## config.mk

```make
export PLATFORM = sky130hd
export DESIGN_NAME = codec_cfg_sequencer
export DESIGN_NICKNAME = d
export VERILOG_FILES = /design/src/rtl/codec_cfg_sequencer.sv
export SDC_FILE = /design/constraint.sdc
export NUM_CORES = 1
export LEC_CHECK = 0
export CAP_MARGIN = 25
export CORE_ASPECT_RATIO = 2
export CORE_MARGIN = 2
export CORE_UTILIZATION = 45
export DETAILED_ROUTE_END_ITERATION = 16
export GPL_ROUTABILITY_DRIVEN = 0
export PLACE_DENSITY = 0.78
export SETUP_SLACK_MARGIN = 0.02
export SYNTH_ARGS = -nofsm -noshare
export SYNTH_HDL_FRONTEND = slang
export SYNTH_SLANG_ARGS = --single-unit
```

## constraint.sdc

```tcl
create_clock -name sys_clk -period 2.7 [get_ports sys_clk]
set_clock_uncertainty 0.05 [all_clocks]
set_input_delay 0.675 -clock sys_clk [delete_from_list [all_inputs] [get_ports sys_clk]]
set_output_delay 0.675 -clock sys_clk [all_outputs]
set_load 0.05 [all_outputs]
```

## src/rtl/codec_cfg_sequencer.sv

```systemverilog
// codec_cfg_sequencer
//   Drives an external I2C byte writer to configure an audio codec. A start
//   pulse plays an 11-entry init table; each transfer is followed by an idle
//   gap. A NACK re-sends the same word up to MAX_RETRY extra times before the
//   sequence aborts. Once the codec is active, headphone volume updates are
//   accepted and written as a two-word left/right pair.
//
// Ports
//   sys_clk    in   sole clock, rising edge
//   reset      in   asynchronous active-low reset
//   start      in   one-cycle pulse, begins the init sequence
//   vol_valid  in   volume update request
//   vol_level  in   7-bit headphone volume code
//   vol_ready  out  volume request accepted when high together with vol_valid
//   i2c_req    out  transfer request to the byte writer (registered)
//   i2c_dev    out  7-bit device address (constant DEV_ADDR)
//   i2c_word   out  {reg_addr[6:0], reg_data[8:0]} (registered)
//   i2c_ack    in   one-cycle pulse, transfer completed OK
//   i2c_nack   in   one-cycle pulse, transfer failed
//   busy       out  sequence or volume write in progress
//   done       out  init complete, codec active
//   error      out  init or volume write aborted after exhausted retries
module codec_cfg_sequencer #(
  parameter logic [6:0] DEV_ADDR   = 7'h1A,
  parameter int         GAP_CYCLES = 500,
  parameter int         MAX_RETRY  = 3
) (
  input  logic        sys_clk,
  input  logic        reset,
  input  logic        start,
  input  logic        vol_valid,
  input  logic [6:0]  vol_level,
  output logic        vol_ready,
  output logic        i2c_req,
  output logic [6:0]  i2c_dev,
  output logic [15:0] i2c_word,
  input  logic        i2c_ack,
  input  logic        i2c_nack,
  output logic        busy,
  output logic        done,
  output logic        error
);

  typedef enum logic [2:0] {
    IDLE, LOAD, REQ, WAIT, GAP, DONE, VOL, ERR
  } state_t;

  localparam int INIT_LEN = 11;
  // The gap counter counts down to zero, so it is loaded with one less than
  // the number of idle cycles wanted.
  localparam int GAP_LOAD = (GAP_CYCLES > 0) ? GAP_CYCLES - 1 : 0;
  localparam int GW       = (GAP_LOAD < 2) ? 1 : $clog2(GAP_LOAD + 1);
  localparam int RW       = (MAX_RETRY < 2) ? 1 : $clog2(MAX_RETRY + 1);

  // Init table, entry 0 in the least significant 16 bits.
  localparam logic [INIT_LEN*16-1:0] INIT_TABLE = {
    {7'h09, 9'h001}, {7'h08, 9'h000}, {7'h07, 9'h00A}, {7'h06, 9'h000},
    {7'h05, 9'h000}, {7'h04, 9'h012}, {7'h03, 9'h079}, {7'h02, 9'h079},
    {7'h01, 9'h017}, {7'h00, 9'h017}, {7'h0F, 9'h000}
  };

  state_t        state_reg;
  logic          i2c_req_reg;
  logic [15:0]   word_reg;
  logic [3:0]    index_reg;
  logic [RW-1:0] retry_reg;
  logic [GW-1:0] gap_reg;
  logic          vol_mode_reg;   // current sequence is a volume pair
  logic          last_reg;       // word just acknowledged ended its sequence
  logic [6:0]    vol_reg;

  // ROM padded to the full 4-bit index range so every index value is legal.
  logic [15:0] init_rom [16];

  genvar gi;
  generate
    for (gi = 0; gi < 16; gi++) begin : g_rom
      if (gi < INIT_LEN) begin : g_entry
        assign init_rom[gi] = INIT_TABLE[gi*16 +: 16];
      end else begin : g_pad
        assign init_rom[gi] = 16'h0000;
      end
    end
  endgenerate

  // Volume pair: register 02 first, then register 03, same level for both.
  logic [15:0] vol_word;
  assign vol_word = {(index_reg[0] ? 7'h03 : 7'h02), 2'b00, vol_reg};

  logic last_word;
  assign last_word = vol_mode_reg ? (index_reg == 4'd1)
                                  : (index_reg == 4'(INIT_LEN - 1));

  always_ff @(posedge sys_clk or negedge reset) begin
    if (!reset) begin
      state_reg    <= IDLE;
      i2c_req_reg  <= 1'b0;
      word_reg     <= 16'h0000;
      index_reg    <= 4'd0;
      retry_reg    <= '0;
      gap_reg      <= '0;
      vol_mode_reg <= 1'b0;
      last_reg     <= 1'b0;
      vol_reg      <= 7'd0;
    end else begin
      case (state_reg)
        IDLE, DONE, ERR: begin
          // start wins over a coincident volume request in DONE.
          if (start) begin
            index_reg    <= 4'd0;
            retry_reg    <= '0;
            vol_mode_reg <= 1'b0;
            last_reg     <= 1'b0;
            state_reg    <= LOAD;
          end else if (state_reg == DONE && vol_valid) begin
            vol_reg      <= vol_level;
            index_reg    <= 4'd0;
            retry_reg    <= '0;
            vol_mode_reg <= 1'b1;
            last_reg     <= 1'b0;
            state_reg    <= VOL;
          end
        end

        LOAD: begin
          word_reg    <= init_rom[index_reg];
          i2c_req_reg <= 1'b1;
          state_reg   <= REQ;
        end

        VOL: begin
          word_reg    <= vol_word;
          i2c_req_reg <= 1'b1;
          state_reg   <= REQ;
        end

        REQ: begin
          state_reg <= WAIT;
        end

        WAIT: begin
          // NACK is checked first so a simultaneous ACK+NACK counts as NACK.
          if (i2c_nack) begin
            i2c_req_reg <= 1'b0;
            last_reg    <= 1'b0;
            if (retry_reg < RW'(MAX_RETRY)) begin
              retry_reg <= retry_reg + 1'b1;
              gap_reg   <= GW'(GAP_LOAD);
              state_reg <= GAP;
            end else begin
              state_reg <= ERR;
            end
          end else if (i2c_ack) begin
            i2c_req_reg <= 1'b0;
            retry_reg   <= '0;
            index_reg   <= index_reg + 4'd1;
            last_reg    <= last_word;
            gap_reg     <= GW'(GAP_LOAD);
            state_reg   <= GAP;
          end
        end

        GAP: begin
          if (gap_reg == '0) begin
            if (last_reg) begin
              state_reg <= DONE;
            end else if (vol_mode_reg) begin
              state_reg <= VOL;
            end else begin
              state_reg <= LOAD;
            end
          end else begin
            gap_reg <= gap_reg - 1'b1;
          end
        end

        default: begin
          state_reg <= IDLE;
        end
      endcase
    end
  end

  assign i2c_req   = i2c_req_reg;
  assign i2c_word  = word_reg;
  assign i2c_dev   = DEV_ADDR;
  assign vol_ready = (state_reg == DONE);
  assign done      = (state_reg == DONE);
  assign error     = (state_reg == ERR);
  assign busy      = !((state_reg == IDLE) || (state_reg == DONE) || (state_reg == ERR));

endmodule

```

After elaboration in Yosys (flattened, before gate mapping)
Memory sizes are Yosys's and may differ from the RTL's.
Cells that the tools add are included.

word-level totals
  memories kept = 1
  output and inout bits = 28
  bits in registers = 44
  memory bits (read-only) = 256

operators by class
  bitwise gates (word level) = 2
  multiplexer cells = 40
  reduce and logical (&&, ||, !) cells = 21
  equality and inequality tests = 16
  magnitude comparators = 2
  $add $sub $neg = 3

memories
  name              depth  bits a word  read ports  clocked after memory_dff  write ports  RTL line  source
  (name not given)  16     16           1           0                         0            126       word_reg <= init_rom[index_reg];

operators by type and width
  operator                                                            count
  9-bit two-way mux                                                   4
  16-bit two-way mux                                                  2
  16-bit case mux with 2 select lines                                 1
  3-bit two-way mux                                                   7
  9-bit case mux with 2 select lines                                  1
  4-bit two-way mux                                                   4
  3-bit case mux with 5 select lines                                  1
  3-bit == test, second input constant                                4
  2-bit two-way mux                                                   6
  4-bit AND reduction                                                 3
  1-bit two-way mux                                                   10
  2-bit nonzero test                                                  5
  9-bit logical NOT                                                   1
  3-bit != test, second input constant                                3
  3-bit AND reduction                                                 3
  9-bit by 1-bit subtractor with 9-bit output, second input constant  1
  2-bit != test, second input constant                                4
  4-bit case mux with 2 select lines                                  1
  3-bit by 2-bit == test with 1-bit output, second input constant     2
  5-bit >= comparator, second input constant                          1
  4-bit NOT with 5-bit output                                         1
  4-bit by 1-bit adder with 4-bit output, second input constant       1
  4-bit by 1-bit == test with 1-bit output, second input constant     1
  4-bit == test, second input constant                                1
  other kinds (13)                                                    16

Logic depth before layout (Yosys ltp)
  word-level depth = 5
  depth in mapped cells = 7

Worst setup path before layout
No wires, ideal clock.

  path type = register to output
  start = reg state_reg[0]
  end = out busy
  arrival time = 1571 ps
  path buffers = 2
  slack = 404 ps
  stages on the path, launching flop included = 5
  cells stage by stage = dfrtp_1 > buf_2 > buf_2 > nor3_1 > a21oi_1

on the way
  word-level cells in the longest chain between the ends = 4

ends and longest elaborated chain
  item                                                RTL line  source
  from (decl)                                         62        state_t state_reg;
  from (signal assigned)                              96        state_reg <= IDLE;
  from (signal assigned)                              114       state_reg <= LOAD;
  from (signal assigned)                              121       state_reg <= VOL;
  3-bit == test or 3-bit logical NOT (tied branches)  190       assign busy = !((state_reg == IDLE) || (state_reg == DONE) || (state_reg == ERR));
  1-bit logical OR                                    190
  1-bit logical OR *                                  190
  1-bit logical NOT *                                 190
  to (decl)                                           39        output logic busy,

Every way passes the cells marked *; elsewhere a longest branch is shown, timed or not.

Worst setup path after layout
  start = reg state_reg[2]
  end = out busy

The elaborated chain is that of the path after synthesis.

==> PnR_summary.wiki <==
{| class="wikitable"
! Metric !! Value
|-
| Status || finished, final reports clean
|-
| Buf/Inv on CP || 2
|-
| Remaining DRCs || 0
|-
| Row count || 38
|-
| Clock network fraction of design power || between 10% and 20%
|-
| CTS Hold Bufs || 0
|-
| Mux contribution to synthesized area || under 10%
|-
| Peak supply drop || about 0.00085 V
|-
| Internal power contribution || about 1700 uW
|-
| Maximum number of pins on one net before global-route repair || 40
|-
| Kind of launch point of the worst setup path || flop
|-
| Slowest cell delay on critical path || about 0.47 ns
|-
| Leading cell type in the layout, fill and taps excluded || dfrtp_1
|-
| Routed wire length || a little over 5 mm
|-
| Leakage Power || ~0.0012 uW
|-
| Proportion of power drawn by flip-flops and latches || 32.9%
|-
| Most used flip-flop cell after synthesis || dfrtp_1
|-
| CP Max Fanout || 20
|-
| Worst hold path cell count || 1
|-
| Filler-free cell count of the finished design || 338
|-
| Via count of the first global-routing pass || between 1500 and 2000
|-
| Switching Share || 47.8%
|-
| Synth Area in Adders || 3.58%
|-
| Height of the chip || 108 um
|-
| Combinational family with the most area after synthesis || compound AO/OA/AOI/OAI gates
|-
| Post-route antenna net violation count || 0
|-
| RSZ-0062 raised after global routing || no
|-
| Clock Sink Count || 39
|-
| Hold/Removal Path Class || reg -> reg
|-
| Floorplan die width || approximately 56 um
|-
| Number of distinct library cells after synthesis || 61
|-
| Data arrival at the endpoint of the critical path || between 1.5 and 2 ns
|-
| Tightest Pin Transition || 0.857 ns
|-
| Xor and xnor fraction of the mapped netlist area || 0.358%
|-
| Min Hold Slack || between 0.4 and 0.5 ns
|-
| Total core area || between 5000 and 6000 um2
|-
| GRT Residual Overflow || 0
|-
| Crit-path most repeated cell || buf_4
|-
| Clock buffer depth || 2
|-
| I/O Pins || between 40 and 50
|-
| Proportion of register bits with asynchronous set or reset after synthesis || 100%
|-
| Type of the worst setup path || reg -> out
|-
| Post-CTS Resized || 0
|-
| Fraction of the mapped netlist area in compound gates || 21.7%
|-
| Logic depth of the worst path, buffers included || 4
|-
| Detailed-placement wirelength estimate || 3.70 mm
|-
| Slowest cell on the critical path || dfrtp_1
|-
| Share of the clock period used by the worst path || between 80% and 90%
|-
| Endpoints failing setup || 0
|-
| Number of flip-flops in the largest register || 11
|-
| EDFF count, synth || 0
|-
| Total negative slack || 0 ns
|-
| Sequence of cells on the critical path || buf_4 > nor3_1 > a21oi_1 > buf_4
|-
| Total power after layout || ~3200 uW
|-
| WL/cell || 14.9 um
|-
| Average cell area after synthesis || 9.55 um2
|-
| Clock-pin slew on the worst setup and hold paths || approximately 0.070 ns
|-
| Proportion of layout cells with a drive suffix above 1 || about 15%
|-
| Combined area of all synthesized cells || around 2400 um2
|-
| Gate count of the mapped netlist || about 260
|-
| Number of vias per cell after detailed routing || approximately 5.6
|-
| Global-route wire length before repair || around 8.9 mm
|-
| Root buffer selected by CTS || clkbuf_8
|-
| Number of antenna diodes || 0
|-
| Synthesis warning total || 0
|-
| Critical path required time || around 2 ns
|-
| Number of levels the H-tree was split into || 2
|-
| Cell area power density || 1160 nW/um2
|-
| Final Net Count || just under 300
|-
| R2R cell count || 4
|-
| Iteration count of the initial detailed-routing pass || 4
|-
| Number of buffers inserted by port buffering || 28
|-
| Total of max-cap violations || 0
|-
| Proportion of power drawn by combinational gates || a little under three fifths
|-
| Via Count || ~1900
|-
| Kind of end point of the critical path || output pin
|-
| Tmin final || approximately 2.3 ns
|-
| Die footprint || ~6100 um2
|-
| Initial antenna violation count || 0
|-
| Cell count after placement || between 300 and 400
|-
| Final Hold Viols || 0
|-
| GR Util All Layers || between 10% and 20%
|-
| Simple-gate share of the synthesized area || 18.8%
|-
| Total count of max-transition violations in the final report || 0
|-
| Worst-skew pair later-pin latency || 0.29 ns
|-
| Highest-count cells in the layout ignoring fill and taps || dfrtp_1, clkdlybuf4s50_1, nor2_1
|-
| Total setup buffers inserted after CTS || 0
|-
| Sequential cell area fraction in the yosys report || 39.9%
|-
| Synthesized flop and latch total || 39
|-
| Highest attainable clock frequency || 0.440 GHz
|-
| Starting density of the core || a little under half
|-
| TritonCTS clock tree || built
|-
| Critical path's top delay family || buffers and inverters
|-
| Initial drt markers || between 60 and 70
|-
| Relative slew slack || 42.8%
|-
| TritonCTS Buffers || 5
|-
| Total net switching power || around 1500 uW
|-
| Layout-stage area growth over the synthesis result || 12.1%
|}
path summary, 6_finish.rpt:
path	from	endpoint	slack [ns]
max	state_reg[2]	busy	0.43
min reg2reg	gap_reg[8]	gap_reg[8]	0.43
min	gap_reg[8]	gap_reg[8]	0.43
min in group asynchronous	reset	gap_reg[4]	0.44
max in group asynchronous	reset	i2c_word[5]	1.62
max reg2reg	state_reg[1]	i2c_word[4]	0.62
final cells by class:
type                       count  area (um2)
inverter                      10        37.5
sequential                    39         976
timing repair buffer          32         295
tap                           60        75.1
clock buffer                   6        72.6
clock inverter                 2        12.5
multi-input combinational    189        1270
fill                         515        2580
per-layer routing:
metal  global-route usage (%)  part of all wire, %  wire (um)
met1                     23.8                   46       2310
met2                     28.8                   49       2480
met3                     4.07                  3.7        189
met4                     7.48                  1.3         67
met5                        0                    0          0
cell usage after synthesis, drive strengths merged, types with 4 or more instances:
master   number  area [um2]
a21oi        20         115
a31oi         5        46.3
and3          4        25.0
buf          26         189
dfrtp        39         976
ha            7        87.6
inv          10        37.5
mux2          9         101
mux2i         4        40.0
nand2        17        63.8
nor2         20        77.6
nor3         11        60.1
o21ai        13        68.8
o22ai         4        25.0
o2bb2ai       4        35.0
cells by family after synthesis:
group | Yosys count
muxes | 13
xor gates and xnor gates | 1
other | 2
buffers and inverters | 38
AOI/OAI and AO/OA | 72
and+or+nand+nor | 84
adders and majority gates | 7
DFF | 39
power groups by stage:
stage	sequential, uW	clock [uW]	combinational, uW
detailed placement	1060	0	1750
floorplan	1260	0	1130
global route	1090	417	1910
CTS	1050	393	1760
finish	1050	383	1760
global placement	1040	0	1710
per-stage QoR:
| stage | worst slack, ns | area (um2) | utilization, % |
|---|---|---|---|
| after global routing | 0.335 | 2740 | 51.5 |
| after CTS | 0.437 | 2740 | 51.5 |
| after detailed placement | 0.343 | 2660 | 49.9 |
| after global placement | 0.380 | 2660 | 49.9 |
| final | 0.429 | 2740 | 51.5 |
| after floorplan | 0.404 | 2480 | - |
Note: power is estimated with default switching activity, not from simulation.
